<file path="src/rtl/alu_rf_pkg.sv">
// Shared types for the sequenced ALU/register-file datapath: FSM states,
// operand mode codes, ALU operations and fixed register indices.
package alu_rf_pkg;

  typedef enum logic [3:0] {
    IDLE,
    LOAD_A,
    LOAD_B,
    CMP,
    ADD,
    NEG,
    INC,
    SUB,
    ROT,
    MOVE,
    DONE
  } state_e;

  typedef enum logic [1:0] {
    MODE_AUTO = 2'd0,
    MODE_ADD  = 2'd1,
    MODE_SUB  = 2'd2,
    MODE_ROTL = 2'd3
  } mode_e;

  typedef enum logic [1:0] {
    ALU_AND,
    ALU_XOR,
    ALU_ADD,
    ALU_ROTL1
  } alu_op_e;

  localparam int unsigned R0 = 0;
  localparam int unsigned R1 = 1;
  localparam int unsigned R2 = 2;
  localparam int unsigned R3 = 3;

endpackage

</file>
<file path="src/rtl/alu_rf_regfile.sv">
// NREG x WIDTH register file: one synchronous write port, fixed read taps for
// R0/R1/R2 and one addressed combinational read port for debug.
module alu_rf_regfile
  import alu_rf_pkg::*;
#(
  parameter int WIDTH = 8,
  parameter int NREG  = 16
) (
  input  logic                    clk,
  input  logic                    reset,
  input  logic                    i_we,
  input  logic [$clog2(NREG)-1:0] i_waddr,
  input  logic [WIDTH-1:0]        i_wdata,
  input  logic [$clog2(NREG)-1:0] i_raddr,
  output logic [WIDTH-1:0]        o_r0,
  output logic [WIDTH-1:0]        o_alu_a,
  output logic [WIDTH-1:0]        o_alu_b,
  output logic [WIDTH-1:0]        o_rdata
);

  localparam int AW = $clog2(NREG);

  logic [WIDTH-1:0] r_mem [NREG];

  // NOTE: every entry is cleared on reset because unused entries must read
  // back as 0; this keeps the array in flops rather than a RAM macro.
  always_ff @(posedge clk) begin
    if (reset) begin
      for (int i = 0; i < NREG; i++) r_mem[i] <= '0;
    end else if (i_we) begin
      r_mem[i_waddr] <= i_wdata;
    end
  end

  assign o_r0    = r_mem[AW'(R0)];
  assign o_alu_a = r_mem[AW'(R1)];
  assign o_alu_b = r_mem[AW'(R2)];
  assign o_rdata = r_mem[i_raddr];

endmodule

</file>
<file path="src/rtl/alu_rf_seq.sv">
// Sequenced WIDTH-bit datapath: operands are staged through R1/R2, combined by
// a single-cycle ALU over a fixed microsequence, and the result lands in R0.
module alu_rf_seq
  import alu_rf_pkg::*;
#(
  parameter int WIDTH = 8,
  parameter int NREG  = 16
) (
  input  logic                    clk,
  input  logic                    reset,
  input  logic [WIDTH-1:0]        InA,
  input  logic [WIDTH-1:0]        InB,
  input  logic [1:0]              Mode,
  input  logic                    Start,
  output logic                    Busy,
  output logic                    Done,
  output logic [WIDTH-1:0]        Out,
  output logic                    CO,
  output logic                    Z,
  input  logic [$clog2(NREG)-1:0] RdAdd,
  output logic [WIDTH-1:0]        RdData
);

  localparam int AW = $clog2(NREG);
  localparam int KW = $clog2(WIDTH);

  state_e           r_state;
  mode_e            r_hold_mode;
  logic [WIDTH-1:0] r_hold_a;
  logic [WIDTH-1:0] r_hold_b;
  logic [KW-1:0]    r_cnt;
  logic             r_cs;
  logic             r_co;
  logic             r_z;
  logic             r_busy;
  logic             r_done;

  alu_op_e          w_alu_op;
  logic [WIDTH-1:0] w_alu_a;
  logic [WIDTH-1:0] w_alu_b;
  logic [WIDTH-1:0] w_alu_y;
  logic             w_alu_c;
  logic             w_alu_zero;
  logic             w_we;
  logic [AW-1:0]    w_waddr;
  logic [WIDTH-1:0] w_wdata;
  logic [WIDTH-1:0] w_r0;
  logic [WIDTH-1:0] w_r1;
  logic [WIDTH-1:0] w_r2;
  logic [KW-1:0]    w_k;

  alu_rf_regfile #(
    .WIDTH (WIDTH),
    .NREG  (NREG)
  ) u_regfile (
    .clk     (clk),
    .reset   (reset),
    .i_we    (w_we),
    .i_waddr (w_waddr),
    .i_wdata (w_wdata),
    .i_raddr (RdAdd),
    .o_r0    (w_r0),
    .o_alu_a (w_r1),
    .o_alu_b (w_r2),
    .o_rdata (RdData)
  );

  // Rotate amount is the low log2(WIDTH) bits of the held B operand.
  assign w_k        = r_hold_b[KW-1:0];
  assign w_alu_zero = (w_alu_y == '0);

  // NOTE: every output of a combinational block gets a default before the
  // case so that no path leaves a signal unassigned and infers a latch.
  always_comb begin
    w_alu_op = ALU_AND;
    w_alu_a  = w_r1;
    w_alu_b  = '1;
    w_we     = 1'b0;
    w_waddr  = AW'(R0);
    w_wdata  = w_alu_y;
    case (r_state)
      LOAD_A: begin w_we = 1'b1; w_waddr = AW'(R1); w_wdata = r_hold_a; end
      LOAD_B: begin w_we = 1'b1; w_waddr = AW'(R2); w_wdata = r_hold_b; end
      CMP: begin
        w_alu_op = ALU_XOR; w_alu_b = w_r2; w_we = 1'b1; w_waddr = AW'(R3);
      end
      ADD, SUB: begin
        w_alu_op = ALU_ADD; w_alu_b = w_r2; w_we = 1'b1; w_waddr = AW'(R0);
      end
      NEG: begin
        w_alu_op = ALU_XOR; w_alu_a = w_r2; w_we = 1'b1; w_waddr = AW'(R2);
      end
      INC: begin
        w_alu_op = ALU_ADD; w_alu_a = w_r2; w_alu_b = WIDTH'(1);
        w_we = 1'b1; w_waddr = AW'(R2);
      end
      ROT:  begin w_alu_op = ALU_ROTL1; w_we = 1'b1; w_waddr = AW'(R1); end
      // A plain move is an AND with all-ones so it still goes through the ALU.
      MOVE: begin w_alu_op = ALU_AND; w_we = 1'b1; w_waddr = AW'(R0); end
      default: ;
    endcase
  end

  always_comb begin
    w_alu_y = '0;
    w_alu_c = 1'b0;
    case (w_alu_op)
      ALU_AND:   w_alu_y = w_alu_a & w_alu_b;
      ALU_XOR:   w_alu_y = w_alu_a ^ w_alu_b;
      ALU_ADD:   {w_alu_c, w_alu_y} = {1'b0, w_alu_a} + {1'b0, w_alu_b};
      ALU_ROTL1: begin
        w_alu_y = {w_alu_a[WIDTH-2:0], w_alu_a[WIDTH-1]};
        w_alu_c = w_alu_a[WIDTH-1];
      end
      default: ;
    endcase
  end

  // NOTE: all state here uses non-blocking assignments so every register
  // samples the pre-edge values, independent of statement order.
  always_ff @(posedge clk) begin
    if (reset) begin
      r_state     <= IDLE;
      r_hold_mode <= MODE_AUTO;
      r_hold_a    <= '0;
      r_hold_b    <= '0;
      r_cnt       <= '0;
      r_cs        <= 1'b0;
      r_co        <= 1'b0;
      r_z         <= 1'b1;
      r_busy      <= 1'b0;
      r_done      <= 1'b0;
    end else begin
      r_done <= 1'b0;
      case (r_state)
        IDLE: if (Start) begin
          r_hold_a    <= InA;
          r_hold_b    <= InB;
          r_hold_mode <= mode_e'(Mode);
          r_cs        <= 1'b0;
          r_busy      <= 1'b1;
          r_state     <= LOAD_A;
        end
        LOAD_A: r_state <= LOAD_B;
        LOAD_B: begin
          r_cnt <= w_k;
          case (r_hold_mode)
            MODE_ADD:  r_state <= ADD;
            MODE_SUB:  r_state <= NEG;
            MODE_ROTL: r_state <= (w_k == '0) ? MOVE : ROT;
            default:   r_state <= CMP;
          endcase
        end
        CMP: r_state <= w_alu_zero ? ADD : NEG;
        ADD: begin
          r_co    <= w_alu_c;
          r_z     <= w_alu_zero;
          r_done  <= 1'b1;
          r_state <= DONE;
        end
        NEG: r_state <= INC;
        INC: begin
          r_cs    <= w_alu_c;
          r_state <= SUB;
        end
        // Borrow-free iff either the final add or the +1 of the negate carried.
        SUB: begin
          r_co    <= w_alu_c | r_cs;
          r_z     <= w_alu_zero;
          r_done  <= 1'b1;
          r_state <= DONE;
        end
        ROT: begin
          r_cs    <= w_alu_c;
          r_cnt   <= r_cnt - KW'(1);
          r_state <= (r_cnt > KW'(1)) ? ROT : MOVE;
        end
        MOVE: begin
          r_co    <= r_cs;
          r_z     <= w_alu_zero;
          r_done  <= 1'b1;
          r_state <= DONE;
        end
        DONE: begin
          r_busy  <= 1'b0;
          r_state <= IDLE;
        end
        default: begin
          r_busy  <= 1'b0;
          r_state <= IDLE;
        end
      endcase
    end
  end

  assign Busy = r_busy;
  assign Done = r_done;
  assign Out  = w_r0;
  assign CO   = r_co;
  assign Z    = r_z;

endmodule
</file>
<file path="config.mk">
export PLATFORM = sky130hd
export DESIGN_NAME = alu_rf_seq
export DESIGN_NICKNAME = d
export VERILOG_FILES = /design/src/rtl/alu_rf_pkg.sv /design/src/rtl/alu_rf_regfile.sv /design/src/rtl/alu_rf_seq.sv
export SDC_FILE = /design/constraint.sdc
export NUM_CORES = 1
export LEC_CHECK = 0
export ABC_AREA = 0
export BUFFER_PORTS_ARGS = -buffer_cell sky130_fd_sc_hd__buf_2
export CAP_MARGIN = 20
export CORE_MARGIN = 2
export CORE_UTILIZATION = 60
export CTS_CLUSTER_SIZE = 30
export DETAILED_ROUTE_END_ITERATION = 7
export HOLD_SLACK_MARGIN = 0.03
export PLACE_DENSITY = 0.78
export REMOVE_ABC_BUFFERS = 1
export SLEW_MARGIN = 20
export SYNTH_ARGS = -nofsm -noshare
export SYNTH_HDL_FRONTEND = slang
export SYNTH_HIERARCHICAL = 1
export SYNTH_SLANG_ARGS = --single-unit
</file>
<file path="constraint.sdc">
create_clock -name clk -period 4.8 [get_ports clk]
set_input_delay 0.48 -clock clk [delete_from_list [all_inputs] [get_ports clk]]
set_output_delay 0.48 -clock clk [all_outputs]
set_load 0.005 [all_outputs]
</file>
==> flow_summary.yaml <==
setup_path:
  crit_arrival_ps: 4400
  reg2reg_slack_ps: 690
  path_delay_family: "simple AND/OR/NAND/NOR gates"
  rr_startpoint: "r_state[1]"
  cp_common_cell: "nand2_1"
  cp_cell_sequence: "xor2_1, nand2_1, mux2_2, ha_1, inv_1, fa_1, or3_1, a32oi_1, nand2_1, o21ai_0, buf_4, and2_1"
  cpPeakStageDelay_ps: 580
  slowest_stage: "dfxtp_1"
  critPathRequiredTime_ps: 5090
  crit_path_start: "r_state[1]"
  critPathBufInv: 2
  end_kind: "register"
  startpoint_type: "register"
  critPathKind: "reg2reg"
  cp_max_fo: 13
clock_tree:
  postCtsSetupBuffers: 0
  clockBufferDepth: 2
  cts-buffers-inserted: 17
  cts_tree: "done"
  clk_pin_slew_ps: 60
  postCtsResizedCells: 0
  cts_hold_buf: 0
  cts_num_sinks: 158
  h-tree-depth: 4
  cts_root_buffer: "clkbuf_16"
  clk-insertion-delay-late_ps: 430
sta:
  fin_setup_tns_ps: 0
  setup_violations: 0
  hold_viol_final: 0
  fin_crit_sh_pct: 85.6
  clock_skew_ps: 12.0
  post-route-min-period_ps: 4110
  rsz0062_at_grt: "false"
  slew_viol_final: 0
  fin_ws_ps: 690
  whs_ps: 298
  relSlewSlack_pct: 30.0
  tightest_slew_ps: 1040
  fmax_mhz: 243
die:
  core.rowCount: 43
  pin_count: 45
  die_w_um: 122
  dieHeight_um: 122
  start_util_pct: 61.2
  core_sq_um: 13800
  die_area_sq_um: 15000
grt:
  grt_max_degree: 48
  grt_pass1_vias: 5936
  antenna_found_initial: 0
  grt_use_total_pct: 29.9
  grt.overflow.total: 0
  grt_pass1_wl_um: 32900
placed_design:
  gp_congestion: 0.936
  dpl.hpwl_um: 14700
  placed_area_sq_um: 8800
  dp_slack_ps: 816
  post-place-cells: 940
  port_buffers: 44
routing:
  drc: 0
  route.vias.total: 6113
  drt_iter0_drc: 542
  wl_um: 21400
  vias_per_cell: 6.30
  drtAntennaViolNets: 0
  wl_per_cell_um: 22.1
  dr.pass1.iters: 7
final_layout:
  layout_common_cells: "and2_1 (129), edfxtp_1 (128), nand2_1 (64)"
  final_core_util_pct: 68.2
  diodes: 0
  layout_commonest_cell: "and2_1"
  drive_above_1_share_pct: 20.2
  fin_cells: 971
  fin_nets: 818
  area_growth_pct: 11.5
  design_area_sq_um: 9400
pwr:
  p_leak_nw: 3.56
  vdd_drop_max_mv: 0.331
  power.total_mw: 3.45
  power_density_nw_per_um2: 367
synth:
  synth.distinct_cells: 73
  synth_top_family_by_area: "simple AND/OR/NAND/NOR gates"
  synth-simple-area-share_pct: 21.1
  ys_seq_elements: 158
  synth_compound_area_share_pct: 10.7
  synthArstFlopShare_pct: 0
  synth-xor-area-share_pct: 0.312
  synth_ff_type: "edfxtp_1"
  synth_fa_ha_area_share_pct: 2.17
  ys_warn_count: 6
  synth_edf_count: 128
  synthCells: 737
  avgSynthCellArea_sq_um: 11.4
  netlist_area_sq_um: 8420
  synth-seq-area-share_pct: 52.8
  synth_mux_area_share_pct: 9.74
run:
  max_cap_viol_count: 0
outcome:
  status: "completed"
min_path:
  hold_start: "InB[0]"
  hold_path_class: "in2reg"
worst paths after layout:
kind	to	cells after the start
setup / recovery	u_regfile/r_mem[2][2]	12
hold / removal	r_hold_b[0]	3
hold reg to reg	r_hold_a[1]	2
setup reg to reg	u_regfile/r_mem[2][2]	12
cells by family after synthesis:
family	count (synthesis)
AO/OA/AOI/OAI	140
XOR/XNOR	3
adder cells (fa/ha/maj)	14
buffers and inverters	60
flip-flops	158
multiplexers	41
other	1
AND/OR/NAND/NOR	320
layout make-up:
| class | instances | area (sq um) |
|---|---|---|
| Sequential cell | 158 | 4440 |
| Fill cell | 1063 | 4380 |
| Multi-Input combinational cell | 526 | 3740 |
| Clock buffer | 18 | 429 |
| Timing Repair Buffer | 58 | 328 |
| Tap cell | 180 | 225 |
| Clock inverter | 13 | 164 |
| Inverter | 18 | 67.6 |
per-layer routing:
layer	vias up	wire, um	global-route usage (%)
li1	2783	-	-
met1	3041	9090	40.0
met2	261	10400	47.7
met3	28	1450	7.20
met4	0	455	11.1
met5	-	0	0
cells in the mapped netlist, drive strengths merged, types with 2 or more instances:
cell type,instances,area [sq um]
a211oi,2,15.0
a21boi,2,18.8
a21o,3,22.5
a21oi,51,255
a221o,3,30.0
a22oi,22,165
a31oi,3,18.8
a32oi,4,35.0
and2,129,807
and3,2,12.5
buf,25,136
clkbuf,17,63.8
dfxtp,30,601
edfxtp,128,3840
ha,13,163
inv,18,67.6
mux2,8,90.1
mux4,32,721
nand2,65,246
nand2b,10,62.6
nand3,6,30.0
nand4,2,12.5
nand4bb,2,22.5
nor2,46,180
nor2b,5,31.3
nor3,13,70.1
nor3b,2,26.3
nor4,5,31.3
o211ai,3,22.5
o21a,2,15.0
o21ai,30,161
o32ai,2,17.5
or2,19,119
or3,4,25.0
or4b,2,27.5
xor2,2,17.5
power breakdown:
group,switching [mW],internal [mW]
clock network,0.546,0.819
logic,0.326,0.172
registers,0.0390,1.54
total,0.911,2.53
tightest hold or removal path, cell delays in order:
cell and delay (ps):
buf_2 90, nand2_1 50, a21oi_1 50
registers in the layout, summed over array words and instances, names as in the netlist:
| signal | cells |
|---|---|
| r_hold_a | 8 |
| CO | 1 |
| Done | 1 |
| Busy | 1 |
| u_regfile/r_mem | 128 |
| Z | 1 |
| r_state | 4 |
| r_hold_mode | 2 |
| r_hold_b | 8 |
| r_cs | 1 |
| r_cnt | 3 |
Note: power is estimated with default switching activity, not from simulation.
